<file path="src/rtl/cursor_pkg.sv">
// Shared definitions for the cursor renderer: FSM encoding, default colours,
// VGA coordinate widths and the coordinate clamp helper.
package cursor_pkg;

  typedef enum logic [1:0] {
    IDLE  = 2'd0,
    ERASE = 2'd1,
    DRAW  = 2'd2
  } state_t;

  localparam int VGA_X_W = 8;
  localparam int VGA_Y_W = 7;

  localparam logic [2:0] DEF_CURSOR_COLOUR = 3'b111;
  localparam logic [2:0] DEF_CLICK_COLOUR  = 3'b100;
  localparam logic [2:0] DEF_BG_COLOUR     = 3'b000;

  function automatic logic [8:0] clamp_coord(input logic [8:0] v, input logic [8:0] limit);
    return (v > limit) ? limit : v;
  endfunction

endpackage

</file>
<file path="src/rtl/cursor_scan.sv">
// dx/dy raster counter over a SIZE x SIZE square, dy outer and dx inner.
// Shared by the erase and draw passes.
module cursor_scan #(
  parameter int SIZE = 5
) (
  input  logic       clock,
  input  logic       reset,
  input  logic       clear,
  input  logic       advance,
  output logic [3:0] dx,
  output logic [3:0] dy,
  output logic       last
);

  localparam logic [3:0] LAST_IDX = 4'(SIZE - 1);

  assign last = (dx == LAST_IDX) && (dy == LAST_IDX);

  always_ff @(posedge clock) begin
    if (reset || clear) begin
      dx <= 4'd0;
      dy <= 4'd0;
    end else if (advance) begin
      if (dx == LAST_IDX) begin
        dx <= 4'd0;
        dy <= (dy == LAST_IDX) ? 4'd0 : dy + 4'd1;
      end else begin
        dx <= dx + 4'd1;
      end
    end
  end

endmodule

</file>
<file path="src/rtl/cursor_drawer.sv">
// Renders a square mouse cursor into the VGA pixel port (erase old, draw new)
// and emits a clamped click event on each left-button press.
module cursor_drawer
  import cursor_pkg::*;
#(
  parameter int         SCREEN_WIDTH  = 160,
  parameter int         SCREEN_HEIGHT = 120,
  parameter int         CURSOR_SIZE   = 5,
  parameter logic [2:0] CURSOR_COLOUR = DEF_CURSOR_COLOUR,
  parameter logic [2:0] CLICK_COLOUR  = DEF_CLICK_COLOUR,
  parameter logic [2:0] BG_COLOUR     = DEF_BG_COLOUR
) (
  input  logic               clock,
  input  logic               reset,
  input  logic [8:0]         mouse_x,
  input  logic [8:0]         mouse_y,
  input  logic               l_click,
  input  logic               enable,
  output logic [VGA_X_W-1:0] vga_x,
  output logic [VGA_Y_W-1:0] vga_y,
  output logic [2:0]         vga_colour,
  output logic               vga_plot,
  output logic               busy,
  output logic               click_pulse,
  output logic [VGA_X_W-1:0] click_x,
  output logic [VGA_Y_W-1:0] click_y
);

  localparam logic [8:0] X_MAX = 9'(SCREEN_WIDTH - 1);
  localparam logic [8:0] Y_MAX = 9'(SCREEN_HEIGHT - 1);

  state_t             state_reg;
  logic               drawn_reg;
  logic [VGA_X_W-1:0] old_x_reg, new_x_reg;
  logic [VGA_Y_W-1:0] old_y_reg, new_y_reg;
  logic               old_click_reg, new_click_reg;
  logic               prev_click_reg;

  logic [VGA_X_W-1:0] cx;
  logic [VGA_Y_W-1:0] cy;
  logic               update;
  logic               click_rise;

  logic [3:0]         dx, dy;
  logic               scan_last;
  logic               scan_clear, scan_advance;

  logic [VGA_X_W-1:0] base_x;
  logic [VGA_Y_W-1:0] base_y;
  logic [8:0]         px, py;
  logic               on_screen;
  logic [2:0]         pix_colour;

  assign cx = VGA_X_W'(clamp_coord(mouse_x, X_MAX));
  assign cy = VGA_Y_W'(clamp_coord(mouse_y, Y_MAX));

  assign update = enable && (!drawn_reg || (cx != old_x_reg) || (cy != old_y_reg)
                             || (l_click != old_click_reg));
  assign click_rise = l_click && !prev_click_reg;

  // Counter sits at zero while idle so every pass starts at (0,0).
  assign scan_clear   = (state_reg == IDLE) || (enable && scan_last);
  assign scan_advance = enable && (state_reg != IDLE);

  cursor_scan #(.SIZE(CURSOR_SIZE)) u_scan (
    .clock   (clock),
    .reset   (reset),
    .clear   (scan_clear),
    .advance (scan_advance),
    .dx      (dx),
    .dy      (dy),
    .last    (scan_last)
  );

  assign base_x     = (state_reg == ERASE) ? old_x_reg : new_x_reg;
  assign base_y     = (state_reg == ERASE) ? old_y_reg : new_y_reg;
  // 9-bit sums so pixels past the right/bottom edge are detected, not wrapped.
  assign px         = {1'b0, base_x} + {5'd0, dx};
  assign py         = {2'b0, base_y} + {5'd0, dy};
  assign on_screen  = (px < 9'(SCREEN_WIDTH)) && (py < 9'(SCREEN_HEIGHT));
  assign pix_colour = (state_reg == ERASE) ? BG_COLOUR
                    : (new_click_reg ? CLICK_COLOUR : CURSOR_COLOUR);

  always_ff @(posedge clock) begin
    if (reset) begin
      state_reg      <= IDLE;
      drawn_reg      <= 1'b0;
      old_x_reg      <= '0;
      old_y_reg      <= '0;
      old_click_reg  <= 1'b0;
      new_x_reg      <= '0;
      new_y_reg      <= '0;
      new_click_reg  <= 1'b0;
      prev_click_reg <= 1'b0;
      vga_x          <= '0;
      vga_y          <= '0;
      vga_colour     <= 3'b000;
      vga_plot       <= 1'b0;
      busy           <= 1'b0;
      click_pulse    <= 1'b0;
      click_x        <= '0;
      click_y        <= '0;
    end else begin
      prev_click_reg <= l_click;
      click_pulse    <= click_rise;
      if (click_rise) begin
        click_x <= cx;
        click_y <= cy;
      end

      vga_plot <= 1'b0;
      case (state_reg)
        IDLE: begin
          if (update) begin
            new_x_reg     <= cx;
            new_y_reg     <= cy;
            new_click_reg <= l_click;
            state_reg     <= drawn_reg ? ERASE : DRAW;
            busy          <= 1'b1;
          end
        end
        ERASE, DRAW: begin
          if (enable) begin
            vga_x      <= px[VGA_X_W-1:0];
            vga_y      <= py[VGA_Y_W-1:0];
            vga_colour <= pix_colour;
            vga_plot   <= on_screen;
            if (scan_last) begin
              if (state_reg == ERASE) begin
                state_reg <= DRAW;
              end else begin
                old_x_reg     <= new_x_reg;
                old_y_reg     <= new_y_reg;
                old_click_reg <= new_click_reg;
                drawn_reg     <= 1'b1;
                state_reg     <= IDLE;
                busy          <= 1'b0;
              end
            end
          end
        end
        default: begin
          state_reg <= IDLE;
          busy      <= 1'b0;
        end
      endcase
    end
  end

endmodule

</file>
<file path="config.mk">
export PLATFORM = sky130hd
export DESIGN_NAME = cursor_drawer
export DESIGN_NICKNAME = d
export VERILOG_FILES = /design/src/rtl/cursor_pkg.sv /design/src/rtl/cursor_scan.sv /design/src/rtl/cursor_drawer.sv
export SDC_FILE = /design/constraint.sdc
export NUM_CORES = 1
export LEC_CHECK = 0
export ABC_CLOCK_PERIOD_IN_PS = 3600
export BUFFER_PORTS_ARGS = -buffer_cell sky130_fd_sc_hd__buf_4
export CORE_UTILIZATION = 30
export DETAILED_ROUTE_END_ITERATION = 12
export PLACE_DENSITY_LB_ADDON = 0.25
export SLEW_MARGIN = 20
export SYNTH_ARGS = -nofsm -noshare
export SYNTH_HDL_FRONTEND = slang
export SYNTH_SLANG_ARGS = --single-unit
</file>
<file path="constraint.sdc">
create_clock -name clock -period 3.6 [get_ports clock]
set_input_delay 1.08 -clock clock [delete_from_list [all_inputs] [get_ports clock]]
set_output_delay 1.08 -clock clock [all_outputs]
set_load 0.005 [all_outputs]
</file>
==> results.yml <==
run_status:
  status: "complete, no violations"
power:
  p_sw_mw: 0.638
  p_int_mw: 1.78
  peakVddDrop_uv: 217
  sw_frac_of_total: 0.264
  p_clk_frac: 0.413
  p_leak_nw: 1.89
  combPwrFrac: 0.178
  seq_power_share: 0.409
  power_density_nw_per_um2: 489
cts:
  post_cts_buffers: 0
  cts_resized: 0
  root_buffer: "clkbuf_16"
  htree_levels: 3
  hold_buffers: 0
  clkTransAtPathRegs_ns: 0.06
  clock_sinks: 79
  clock_latency_ns: 0.34
  cts_buffers: 9
  cts_tree: "built"
  clock_path_buffers: 2
synth:
  avgSynthCellArea_sq_um: 8.76
  synthesis.area_sq_um: 4050
  synth_edf_count: 0
  synth_nets: 502
  synthXorXnorAreaFrac: 0.0455
  synth_top_area_cell: "dfxtp_1"
  yosysSeqAreaShare: 0.391
  yosys.area_share.adder: 0.0594
  synth_area_leaders: "dfxtp_1 39%, nor2_1 7.6%, a211oi_1 6.5%, mux2i_1 5.2%, ha_1 4.9%"
  synth.distinct_cells: 57
  yosysMostFrequentCell: "nor2_1"
  synth_top_family_by_area: "simple AND/OR/NAND/NOR gates"
  async_flop_share: 0
  synthSimpleGateAreaFrac: 0.205
  synth_seq_cells: 79
  ys_top_cells_by_count: "82 x nor2_1, 79 x dfxtp_1, 36 x nand2_1, 35 x a211oi_1, 25 x a21oi_1"
  yosys-mux-area-fraction: 0.0770
  syn-instance-count: 462
  synth-compound-area-share: 0.178
  yosys_warnings: 0
  yosysTopAreaCellShare: 0.391
  ys.flop_type: "dfxtp_1"
place:
  portBuffers: 57
  dp.cells: 677
  pre_cts_slack_ns: 0.461
  gp_congestion: 0.742
  place_hpwl_um: 7320
grt:
  antenna_found_initial: 0
  grt_usage: 0.151
  grt_pass1_wl_um: 16700
  grt-ovfl-total: 0
  grt_pass1_vias: 3376
  grt_max_degree: 36
worst_setup_path:
  critPathTopFamily: "compound AO/OA/AOI/OAI gates"
  endpoint_kind: "flip-flop"
  cp_max_fo: 6
  worstPathCellList: "ha_1, mux2i_1, inv_1, ha_1, a21o_1, a21o_1, a21oi_1, nor2_1, or3b_2, a221oi_1"
  crit_slowest_cell: "or3b_2"
  critPathKind: "flip-flop to flip-flop"
  crit_path_start_kind: "flip-flop"
  worstPathRequired_ns: 3.84
  max_stage_delay_ns: 0.47
  startpoint: "state_reg[0]"
  r2r-start: "state_reg[0]"
  arrival_ns: 3.41
  cp_num_buf_inv: 1
finish:
  antenna_cells: 0
  area_delta_synth_final_pct: 22.2
  fin_cells: 693
  nets: 552
  drive_gt1_frac: 0.205
  fillers: 1344
sta:
  max_freq_mhz: 315
  maxSlewHeadroom: 0.553
  layout_setup_ws_ns: 0.427
  setup_viol: 0
  fin_setup_tns_ns: 0
  period_needed_ns: 3.17
  maxSlewViolCount: 0
  hold_viol_final: 0
  worst_pin_slew_ns: 0.669
  period_share: 0.881
  rsz0062_at_grt: "false"
  clock_skew_ns: 0.00468
drt:
  avgRoutedWirePerCell_um: 14.1
  drtAntennaViolNets: 0
  via_per_inst: 4.90
  drt_iter0_drc: 168
  num_vias: 3394
  firstDrtPassIters: 6
  drc: 0
  wl_um: 9790
floorplanning:
  die_h_um: 118
  rows: 42
  ioPinCount: 58
  die_w_um: 118
  die-area_sq_um: 14000
  core_area_sq_um: 13200
  start_util: 0.307
hold_path:
  holdCritStartpoint: "prev_click_reg"
  hp-class: "flip-flop to flip-flop"
run:
  drv_cap: 0
layout by cell type (no fill, tap or decap), drive strengths merged, types with 3 or more instances in the layout:
cell	n
nand2	36
a21o	5
nand3	14
xnor2	16
o21ai	9
dfxtp	79
inv	13
or3	3
o22ai	5
mux2	9
nand2b	6
nand4	4
a211oi	36
clkbuf	13
nor3	9
buf	64
nor2	82
nor2b	6
and2	3
a21oi	27
mux2i	21
ha	16
xor2	5
routing by layer:
metal	GRT usage	vias up	routed length (um)
li1	-	1723	-
met1	0.198	1582	4840
met2	0.234	69	4270
met3	0.0252	20	357
met4	0.0881	0	324
met5	0	-	0
layout make-up:
type                       count  area (sq um)  area share
timing repair buffer          64           480      0.0972
sequential                    79          1580       0.320
clock buffer                  13           260      0.0526
tap                          176           220      0.0445
clock inverter                 3          65.1      0.0132
multi-input combinational    345          2290       0.463
inverter                      13          48.8     0.00987
power groups by stage:
stage | logic [mW] | registers (mW) | clock network, mW
floorplan | 0.291 | 0.996 | 0
global placement | 0.423 | 1.00 | 0
detailed placement | 0.433 | 1.01 | 0
CTS | 0.434 | 0.988 | 1.01
global route | 0.485 | 0.995 | 1.05
finish | 0.430 | 0.988 | 0.998
kinds of logic after synthesis:
| kind of cell | after synthesis |
|---|---|
| buffers and inverters | 38 |
| adders and majority gates | 18 |
| DFF | 79 |
| xor gates and xnor gates | 21 |
| AOI/OAI and AO/OA | 101 |
| and+or+nand+nor | 175 |
| muxes | 30 |
worst paths after layout:
check	end	depth (start not counted)	slack (ns)
hold reg to reg	click_pulse	1	0.43
setup reg to reg	vga_plot	10	0.43
hold / removal	click_pulse	1	0.43
setup / recovery	vga_plot	10	0.43
stage by stage:
stage               utilization  hold slack [ns]  instance area (sq um)  power [mW]
global placement          0.350            0.416                   4620        1.43
detailed placement        0.350            0.427                   4620        1.44
floorplan                     -            0.406                   4050        1.29
finish                    0.375            0.432                   4940        2.42
CTS                       0.375            0.437                   4940        2.43
global route              0.375            0.441                   4940        2.53
(Power assumes the default switching activity.)
